### src/rtl/bfly_r2_pipe_if.sv
// rtl/bfly_r2_pipe_if.sv - sample/twiddle inputs and butterfly results of bfly_r2_pipe
interface bfly_r2_pipe_if #(
    parameter int DW = 16,
    parameter int TW = 16
);
    logic                 en;
    logic                 in_valid;
    logic                 inv;
    logic                 scale;
    logic                 ovf_clr;
    logic signed [DW-1:0] ar, ai, br, bi;
    logic signed [TW-1:0] wr, wi;
    logic                 out_valid;
    logic                 ovf;
    logic signed [DW-1:0] xr, xi, yr, yi;

    modport master (
        output en, in_valid, inv, scale, ovf_clr, ar, ai, br, bi, wr, wi,
        input  out_valid, ovf, xr, xi, yr, yi
    );

    modport slave (
        input  en, in_valid, inv, scale, ovf_clr, ar, ai, br, bi, wr, wi,
        output out_valid, ovf, xr, xi, yr, yi
    );
endinterface

### src/rtl/bfly_r2_pipe.sv
// rtl/bfly_r2_pipe.sv - pipelined radix-2 DIT butterfly with per-sample inverse, scaling and saturation
module bfly_r2_pipe #(
    parameter int DW = 16,
    parameter int TW = 16
) (
    input  logic          clk,
    input  logic          rst_n,
    bfly_r2_pipe_if.slave bus
);
    localparam int PW = DW + TW;
    localparam int ZW = PW + 1;
    localparam int RW = DW + 2;
    localparam int SW = DW + 3;

    localparam logic signed [TW-1:0] W_MAX = {1'b0, {(TW-1){1'b1}}};
    localparam logic signed [TW-1:0] W_MIN = {1'b1, {(TW-1){1'b0}}};
    localparam logic signed [ZW-1:0] RND   = {{(ZW-TW+1){1'b0}}, 1'b1, {(TW-2){1'b0}}};
    localparam logic signed [SW-1:0] S_MAX = {{(SW-DW+1){1'b0}}, {(DW-1){1'b1}}};
    localparam logic signed [SW-1:0] S_MIN = {{(SW-DW+1){1'b1}}, {(DW-1){1'b0}}};
    localparam logic signed [DW-1:0] D_MAX = {1'b0, {(DW-1){1'b1}}};
    localparam logic signed [DW-1:0] D_MIN = {1'b1, {(DW-1){1'b0}}};

    function automatic logic signed [SW-1:0] scl(input logic signed [SW-1:0] v, input logic s);
        return s ? ((v + SW'(1)) >>> 1) : v;
    endfunction

    function automatic logic clip(input logic signed [SW-1:0] v);
        return (v > S_MAX) || (v < S_MIN);
    endfunction

    function automatic logic signed [DW-1:0] sat(input logic signed [SW-1:0] v);
        if (v > S_MAX) return D_MAX;
        if (v < S_MIN) return D_MIN;
        return DW'(v);
    endfunction

    logic                 s1_v_q, s1_scale_q;
    logic signed [DW-1:0] s1_ar_q, s1_ai_q, s1_br_q, s1_bi_q;
    logic signed [TW-1:0] s1_wr_q, s1_wi_q, s1_wi_d;

    logic                 s2_v_q, s2_scale_q;
    logic signed [DW-1:0] s2_ar_q, s2_ai_q;
    logic signed [PW-1:0] s2_prr_q, s2_pii_q, s2_pri_q, s2_pir_q;
    logic signed [PW-1:0] s2_prr_d, s2_pii_d, s2_pri_d, s2_pir_d;

    logic                 s3_v_q, s3_scale_q;
    logic signed [DW-1:0] s3_ar_q, s3_ai_q;
    logic signed [RW-1:0] s3_zr_q, s3_zi_q, s3_zr_d, s3_zi_d;
    logic signed [ZW-1:0] zr, zi;

    logic                 s4_v_q;
    logic signed [SW-1:0] s4_xr_q, s4_xi_q, s4_yr_q, s4_yi_q;
    logic signed [SW-1:0] s4_xr_d, s4_xi_d, s4_yr_d, s4_yi_d;

    logic                 out_valid_q, ovf_q, ovf_d, ovf_evt;
    logic signed [DW-1:0] xr_q, xi_q, yr_q, yi_q;

    always_comb begin
        // Conjugating the most negative twiddle would wrap, so it clamps to +max.
        s1_wi_d = bus.wi;
        if (bus.inv) s1_wi_d = (bus.wi == W_MIN) ? W_MAX : -bus.wi;

        s2_prr_d = PW'(s1_br_q) * PW'(s1_wr_q);
        s2_pii_d = PW'(s1_bi_q) * PW'(s1_wi_q);
        s2_pri_d = PW'(s1_br_q) * PW'(s1_wi_q);
        s2_pir_d = PW'(s1_bi_q) * PW'(s1_wr_q);

        zr      = ZW'(s2_prr_q) - ZW'(s2_pii_q);
        zi      = ZW'(s2_pri_q) + ZW'(s2_pir_q);
        s3_zr_d = RW'((zr + RND) >>> (TW - 1));
        s3_zi_d = RW'((zi + RND) >>> (TW - 1));

        s4_xr_d = scl(SW'(s3_ar_q) + SW'(s3_zr_q), s3_scale_q);
        s4_xi_d = scl(SW'(s3_ai_q) + SW'(s3_zi_q), s3_scale_q);
        s4_yr_d = scl(SW'(s3_ar_q) - SW'(s3_zr_q), s3_scale_q);
        s4_yi_d = scl(SW'(s3_ai_q) - SW'(s3_zi_q), s3_scale_q);

        // A clip only counts for a real sample that actually advances this cycle.
        ovf_evt = s4_v_q && bus.en &&
                  (clip(s4_xr_q) || clip(s4_xi_q) || clip(s4_yr_q) || clip(s4_yi_q));
        ovf_d   = ovf_evt || (ovf_q && !bus.ovf_clr);
    end

    always_ff @(posedge clk or negedge rst_n) begin
        if (!rst_n) begin
            s1_v_q <= 1'b0;  s1_scale_q <= 1'b0;
            s1_ar_q <= '0;   s1_ai_q <= '0;  s1_br_q <= '0;  s1_bi_q <= '0;
            s1_wr_q <= '0;   s1_wi_q <= '0;
            s2_v_q <= 1'b0;  s2_scale_q <= 1'b0;  s2_ar_q <= '0;  s2_ai_q <= '0;
            s2_prr_q <= '0;  s2_pii_q <= '0;  s2_pri_q <= '0;  s2_pir_q <= '0;
            s3_v_q <= 1'b0;  s3_scale_q <= 1'b0;  s3_ar_q <= '0;  s3_ai_q <= '0;
            s3_zr_q <= '0;   s3_zi_q <= '0;
            s4_v_q <= 1'b0;
            s4_xr_q <= '0;   s4_xi_q <= '0;  s4_yr_q <= '0;  s4_yi_q <= '0;
            out_valid_q <= 1'b0;  ovf_q <= 1'b0;
            xr_q <= '0;  xi_q <= '0;  yr_q <= '0;  yi_q <= '0;
        end else begin
            ovf_q <= ovf_d;
            if (bus.en) begin
                s1_v_q   <= bus.in_valid;  s1_scale_q <= bus.scale;
                s1_ar_q  <= bus.ar;  s1_ai_q <= bus.ai;  s1_br_q <= bus.br;  s1_bi_q <= bus.bi;
                s1_wr_q  <= bus.wr;  s1_wi_q <= s1_wi_d;

                s2_v_q   <= s1_v_q;    s2_scale_q <= s1_scale_q;
                s2_ar_q  <= s1_ar_q;   s2_ai_q    <= s1_ai_q;
                s2_prr_q <= s2_prr_d;  s2_pii_q   <= s2_pii_d;
                s2_pri_q <= s2_pri_d;  s2_pir_q   <= s2_pir_d;

                s3_v_q   <= s2_v_q;    s3_scale_q <= s2_scale_q;
                s3_ar_q  <= s2_ar_q;   s3_ai_q    <= s2_ai_q;
                s3_zr_q  <= s3_zr_d;   s3_zi_q    <= s3_zi_d;

                s4_v_q   <= s3_v_q;
                s4_xr_q  <= s4_xr_d;   s4_xi_q <= s4_xi_d;
                s4_yr_q  <= s4_yr_d;   s4_yi_q <= s4_yi_d;

                out_valid_q <= s4_v_q;
                xr_q <= sat(s4_xr_q);  xi_q <= sat(s4_xi_q);
                yr_q <= sat(s4_yr_q);  yi_q <= sat(s4_yi_q);
            end
        end
    end

    assign bus.out_valid = out_valid_q;
    assign bus.ovf       = ovf_q;
    assign bus.xr        = xr_q;
    assign bus.xi        = xi_q;
    assign bus.yr        = yr_q;
    assign bus.yi        = yi_q;
endmodule

### src/flat_wrapper.sv
// flat-port wrapper written by rule: the top's interface ports become plain ports
module bfly_r2_pipe_flat 
#(
    parameter int DW = 16,
    parameter int TW = 16
)
  (clk, rst_n, bus_en, bus_in_valid, bus_inv, bus_scale, bus_ovf_clr, bus_ar, bus_ai, bus_br, bus_bi, bus_wr, bus_wi, bus_out_valid, bus_ovf, bus_xr, bus_xi, bus_yr, bus_yi);
  bfly_r2_pipe_if #(.DW(DW), .TW(TW)) bus_i ();
  input  logic clk;
  input  logic rst_n;
  input wire logic [$bits(bus_i.en)-1:0] bus_en;
  input wire logic [$bits(bus_i.in_valid)-1:0] bus_in_valid;
  input wire logic [$bits(bus_i.inv)-1:0] bus_inv;
  input wire logic [$bits(bus_i.scale)-1:0] bus_scale;
  input wire logic [$bits(bus_i.ovf_clr)-1:0] bus_ovf_clr;
  input wire logic [$bits(bus_i.ar)-1:0] bus_ar;
  input wire logic [$bits(bus_i.ai)-1:0] bus_ai;
  input wire logic [$bits(bus_i.br)-1:0] bus_br;
  input wire logic [$bits(bus_i.bi)-1:0] bus_bi;
  input wire logic [$bits(bus_i.wr)-1:0] bus_wr;
  input wire logic [$bits(bus_i.wi)-1:0] bus_wi;
  output wire logic [$bits(bus_i.out_valid)-1:0] bus_out_valid;
  output wire logic [$bits(bus_i.ovf)-1:0] bus_ovf;
  output wire logic [$bits(bus_i.xr)-1:0] bus_xr;
  output wire logic [$bits(bus_i.xi)-1:0] bus_xi;
  output wire logic [$bits(bus_i.yr)-1:0] bus_yr;
  output wire logic [$bits(bus_i.yi)-1:0] bus_yi;
  assign bus_i.en = bus_en;
  assign bus_i.in_valid = bus_in_valid;
  assign bus_i.inv = bus_inv;
  assign bus_i.scale = bus_scale;
  assign bus_i.ovf_clr = bus_ovf_clr;
  assign bus_i.ar = bus_ar;
  assign bus_i.ai = bus_ai;
  assign bus_i.br = bus_br;
  assign bus_i.bi = bus_bi;
  assign bus_i.wr = bus_wr;
  assign bus_i.wi = bus_wi;
  assign bus_out_valid = bus_i.out_valid;
  assign bus_ovf = bus_i.ovf;
  assign bus_xr = bus_i.xr;
  assign bus_xi = bus_i.xi;
  assign bus_yr = bus_i.yr;
  assign bus_yi = bus_i.yi;
  bfly_r2_pipe #(.DW(DW), .TW(TW)) u_core (.clk(clk), .rst_n(rst_n), .bus(bus_i));
endmodule
### config.mk
export PLATFORM = sky130hd
export DESIGN_NAME = bfly_r2_pipe_flat
export DESIGN_NICKNAME = d
export VERILOG_FILES = /design/src/rtl/bfly_r2_pipe_if.sv /design/src/rtl/bfly_r2_pipe.sv /design/src/flat_wrapper.sv
export SDC_FILE = /design/constraint.sdc
export NUM_CORES = 2
export LEC_CHECK = 0
export ABC_AREA = 0
export ABC_CLOCK_PERIOD_IN_PS = 12400
export BUFFER_PORTS_ARGS = -buffer_cell sky130_fd_sc_hd__buf_2
export CELL_PAD_IN_SITES_DETAIL_PLACEMENT = 1
export CELL_PAD_IN_SITES_GLOBAL_PLACEMENT = 1
export CORE_MARGIN = 2
export CORE_UTILIZATION = 37
export DETAILED_ROUTE_END_ITERATION = 8
export PLACE_DENSITY = 0.67
export SYNTH_ARGS = -nofsm -noshare
export SYNTH_HDL_FRONTEND = slang
export SYNTH_SLANG_ARGS = --single-unit
### constraint.sdc
create_clock -name clk -period 12.4 [get_ports clk]
set_input_delay 0.62 -clock clk [delete_from_list [all_inputs] [get_ports clk]]
set_output_delay 0.62 -clock clk [all_outputs]
set_load 0.005 [all_outputs]
## After elaboration in Yosys (flattened, before gate mapping)

Index checks and enable logic that the tools add are counted.

| word-level totals | value |
|---|---|
| register bits | 473 |
| RAM bits | 0 |
| input port bits | 103 |
| output and inout port bits | 66 |
| word-level logic and storage cells | 113 |
| latch bits | 0 |
| memories | 0 |
| bits in read-only memories | 0 |

| cells by class | value |
|---|---|
| mux-type cells | 42 |
| $lt $le $gt $ge | 8 |
| reductions and logical operators | 12 |
| shift-type cells | 0 |
| div/mod/pow operators | 0 |
| add/sub/neg operators | 13 |
| bitwise logic cells | 0 |
| multiply operators | 4 |
| eq/ne operators | 1 |

Operators by type and width:

| kind | number |
|---|---|
| $mux W16 | 18 |
| $mul A16 B16 Y32 | 4 |
| $add A19 B2 Y19 const B | 4 |
| $gt A19 B16 Y1 const B | 4 |
| $lt A19 B16 Y1 const B | 4 |
| $mux W19 | 4 |
| $add A33 B16 Y33 const B | 2 |
| $add A16 B18 Y19 | 2 |
| $sub A16 B18 Y19 | 2 |
| $add A32 B32 Y33 | 1 |
| $sub A32 B32 Y33 | 1 |
| $mux W1 | 20 |
| $eq A16 B16 Y1 const B | 1 |
| $neg A16 Y16 | 1 |
| $logic_or A1 B1 Y1 | 8 |
| $logic_and A1 B1 Y1 | 3 |
| $logic_not A1 Y1 | 1 |

## Longest topological paths before layout

| depth | value |
|---|---|
| word-level depth | 7 |
| depth in mapped cells | 24 |
| depth with buffers taken out | 23 |

## Least setup slack after synthesis

No wires, ideal clock.

| timing path | value |
|---|---|
| path kind | reg2reg |
| from | register u_core.s1_bi_q[15] |
| to | register u_core.s2_pii_q[31] |
| arrival time | 6.349 ns |
| slack | 5.982 ns |
| setup time | 0.069 ns |
| data required time | 12.331 ns |
| period minus slack after synthesis | 6.418 ns |
| path buffers | 1 |
| cell stages (with the launch flop) | 21 |
| path through | dfrtp_1 clkbuf_1 nand2_1 inv_1 fa_1 fa_1 fa_1 fa_1 fa_1 inv_1 fa_1 inv_1 ha_1 a21oi_1 nor2_1 o21a_1 or4b_2 o221ai_1 o21ai_0 or4_1 nand3_1 |

| between the ends | value |
|---|---|
| cells in the longest elaborated chain, start to end | 1 |

RTL lines:

| what | line | text |
|---|---|---|
| start, declared | bfly_r2_pipe.sv:38 | `logic signed [DW-1:0] s1_ar_q, s1_ai_q, s1_br_q, s1_bi_q;` |
| start signal, assigned | bfly_r2_pipe.sv:101 | `s1_ar_q <= bus.ar; s1_ai_q <= bus.ai; s1_br_q <= bus.br; s1_bi_q <= bus.bi;` |
| $mul A16 B16 Y32 | bfly_r2_pipe.sv:64 | `s2_pii_d = PW'(s1_bi_q) * PW'(s1_wi_q);` |
| end signal, assigned | bfly_r2_pipe.sv:106 | `s2_prr_q <= s2_prr_d; s2_pii_q <= s2_pii_d;` |
| end, declared | bfly_r2_pipe.sv:43 | `logic signed [PW-1:0] s2_prr_q, s2_pii_q, s2_pri_q, s2_pir_q;` |

No other way between the ends.
A chain may end at the register's enable or synchronous reset.

## Worst setup path after layout

| timing path | value |
|---|---|
| from | register u_core.s1_wi_q[5] |
| to | register u_core.s2_pri_q[30] |

| between the ends | value |
|---|---|
| cells in the longest elaborated chain, start to end | 1 |

RTL lines:

| what | line | text |
|---|---|---|
| start, declared | bfly_r2_pipe.sv:39 | `logic signed [TW-1:0] s1_wr_q, s1_wi_q, s1_wi_d;` |
| start signal, assigned | bfly_r2_pipe.sv:102 | `s1_wr_q <= bus.wr; s1_wi_q <= s1_wi_d;` |
| $mul A16 B16 Y32 | bfly_r2_pipe.sv:65 | `s2_pri_d = PW'(s1_br_q) * PW'(s1_wi_q);` |
| end signal, assigned | bfly_r2_pipe.sv:107 | `s2_pri_q <= s2_pri_d; s2_pir_q <= s2_pir_d;` |
| end, declared | bfly_r2_pipe.sv:43 |  |

No other way between the ends.

==> flow_summary.toml <==
[place]
portBuffers = 168
gp_congestion = 0.866
placed_area_um2 = 69900
hpwl_um = 159000

[timing]
fin_crit_ns = 7.64
relSlewSlack = 0.106
fin_setup_tns_ns = 0
worstMarginPinSlew_ns = 1.34
finalMaxSlewViolations = 0
fmax_mhz = 131
rsz0062_at_grt = "no"
hold_violations = 0
final_min_period_over_clock_period = 0.616
clock_skew_ns = 0.0637
setup_viol = 0

[clock_tree]
clock_latency_ns = 0.71
clock_sinks = 473
clock-root-buffer = "clkbuf_16"
ctsHtreeMaxLevel = 3
cts-resized-gates = 0
clk_path_buf_depth = 3
cts.reportedPaths.clkPinSlew_ns = 0.06
cts_tree = "built"
cts_made_buffers = 66

[die]
start_util = 0.373
die_y_um = 428
rows = 155
core-area_um2 = 179000
die_area_um2 = 184000
die_w_um = 428
design.portCount = 169

[finish]
drive_gt1_frac = 0.0916
area_growth_pct = 8.29
fill_cells = 20400
fin_area_um2 = 72200
nets = 8760
utilization = 0.404
final_cell_mix = "inv_1, fa_1, nand2_1"
layout_commonest_cell = "inv_1"

[detailed_routing]
dr.pass1.iters = 5
drt_iter0_markers = 2891
ant_nets = 0
num_vias = 50000
routed_wl_um = 203000
routed_via_density = 5.27
drc_errors = 0
wl_per_cell_um = 21.5

[grt]
overflow = 0
use_met1 = 0.313
grt_util_met2 = 0.367
grt_use_total = 0.224
busiest_layer = "met2"
grt_pass1_wl_um = 322000
grt_pass1_vias = 54500
grt_util_met3 = 0.0249
grt_max_degree = 157
grt_antenna_before_repair = 3

[worst_setup_path]
critPathMaxStageDelay_ns = 1.23
crit_fanout = 33
crit_path_cell_trace = "and2_1 > fa_1 > inv_1 > fa_1 > fa_1 > fa_1 > inv_1 > fa_1 > inv_1 > fa_1 > inv_1 > ha_1 > a21o_1 > a21o_1 > a2111oi_0 > a21boi_0 > o31ai_1 > a31o_2 > a21o_1 > a311o_1"
worstSetupPathType = "register to register"
crit_arrival_ns = 8.23
end_kind = "register"
worst_setup_path_start_kind = "register"
crit_top_cell = "fa_1"
cpMaxStageDelayCell = "dfrtp_1"
critPathRequiredTime_ns = 12.99

[flow_run]
max_cap_violations = 0

[synthesis]
syn_avg_cell_area_um2 = 9.40
synthFlopType = "dfrtp_1"
synthDistinctLibCells = 103
ys_warn_count = 0
netlist_instances = 7086
seq_area_frac_synth = 0.178
synth_edf_count = 0
netlist_area_um2 = 66600
synth-async-reset-ratio = 1.00
syn_nets = 8768
ys_seq_elements = 473

[outcome]
outcome = "complete, no violations"

[worst_hold_path]
hold_class = "input port to register"
-- synth_stat cells (all sizes together), types with 10 or more instances --
library cell  count  area [um2]
nor2b            43         269
nand2b           49         322
o21a             33         248
dfrtp           473       11800
or3              33         206
nand3            82         410
mux2            226        2540
a211oi           44         345
nor2            244         916
o211ai           97         733
nand4            22         138
a31o             11        96.3
xor2             57         499
nor3             65         325
buf              32         156
ha              527        6590
a2111oi          19         210
o2111ai          12         105
o311ai           14         130
or4              13         105
o21ai           257        1290
a221oi           13         114
and3             30         189
o31ai            24         180
or2              16         100
a21oi           230        1160
xnor2           147        1300
and4             10        87.6
inv            1374        5160
a211o            12         105
nor3b            14         105
fa             1052       21100
nor4             25         178
o21bai           28         210
clkbuf          299        1120
a31oi            34         213
mux2i            31         310
a21o             92         692
nand2           656        2460
and2            506        3170
-- layer usage --
layer | up-vias | routed length [um]
li1 | 22400 | -
met1 | 26400 | 93500
met2 | 906 | 95800
met3 | 212 | 7950
met4 | 4 | 6220
met5 | - | 21
-- repair_timing --
action | CTS | global route
hold buffers | 1 | 0
hold endpoints to repair | 83 | 0
buffers inserted | 0 | 0
endpoints found under the setup margin | 0 | 0
-- final timing paths --
kind	endpoint	slack, ns	cells after the start	start
worst max-delay path	u_core.s2_pri_q[30]	4.76	20	u_core.s1_wi_q[5]
min in group asynchronous	u_core.s1_ar_q[9]	0.53	2	rst_n
worst max register to register	u_core.s2_pri_q[30]	4.76	20	u_core.s1_wi_q[5]
max in group asynchronous	u_core.s2_prr_q[5]	9.07	5	rst_n
worst min-delay path	u_core.bus.ovf	0.10	2	bus_ovf_clr
worst min register to register	u_core.s3_scale_q	0.48	2	u_core.s2_scale_q
-- worst max-delay path: cells and delay by family, from the launching register on --
family	cells	cell delay [ns]
adder cells (fa/ha/maj)	7	3.18
AO/OA/AOI/OAI	8	2.60
buffers and inverters	4	0.22
AND/OR/NAND/NOR	1	0.28
flip-flops	1	1.23
-- stage by stage --
| step | setup slack, ns | hold slack (ns) | instances |
|---|---|---|---|
| finish | 4.76 | 0.103 | 9483 |
| global route | 4.38 | 0.0636 | 9481 |
| CTS | 4.79 | 0.0476 | 9481 |
| detailed placement | 4.82 | 0.470 | 9364 |
| global placement | 4.89 | 0.460 | 9364 |
| floorplan | 5.98 | 0.324 | 7086 |
-- layout make-up --
| class | count | area [um2] | share of cell area |
|---|---|---|---|
| multi-input combinational | 4904 | 48400 | 0.670 |
| sequential | 473 | 11800 | 0.164 |
| antenna | 2 | 5.00 | 0.0000694 |
| clock inverter | 28 | 427 | 0.00591 |
| timing repair buffer | 255 | 1550 | 0.0215 |
| tap | 2355 | 2950 | 0.0408 |
| clock buffer | 88 | 1850 | 0.0257 |
| inverter | 1378 | 5170 | 0.0717 |
-- sequential cells by signal, summed over array words and instances (netlist names), 18 cells and up --
name	cells
u_core.s2_pii_q	32
u_core.s2_pir_q	32
u_core.s2_pri_q	32
u_core.s2_prr_q	32
u_core.s4_xi_q	19
u_core.s4_xr_q	19
u_core.s4_yi_q	19
u_core.s4_yr_q	19
u_core.s3_zi_q	18
u_core.s3_zr_q	18
-- cells by family after synthesis --
group / count (synthesis) / synth area share
adder cells (fa/ha/maj): 1579 / 0.415
buffers and inverters: 1709 / 0.0968
flip-flops: 473 / 0.178
AO/OA/AOI/OAI: 1023 / 0.102
XOR/XNOR: 204 / 0.0270
AND/OR/NAND/NOR: 1841 / 0.139
multiplexers: 257 / 0.0428
Power is not shown: default switching activity piles up to over one toggle a cycle in this logic, so the estimate is an artifact.
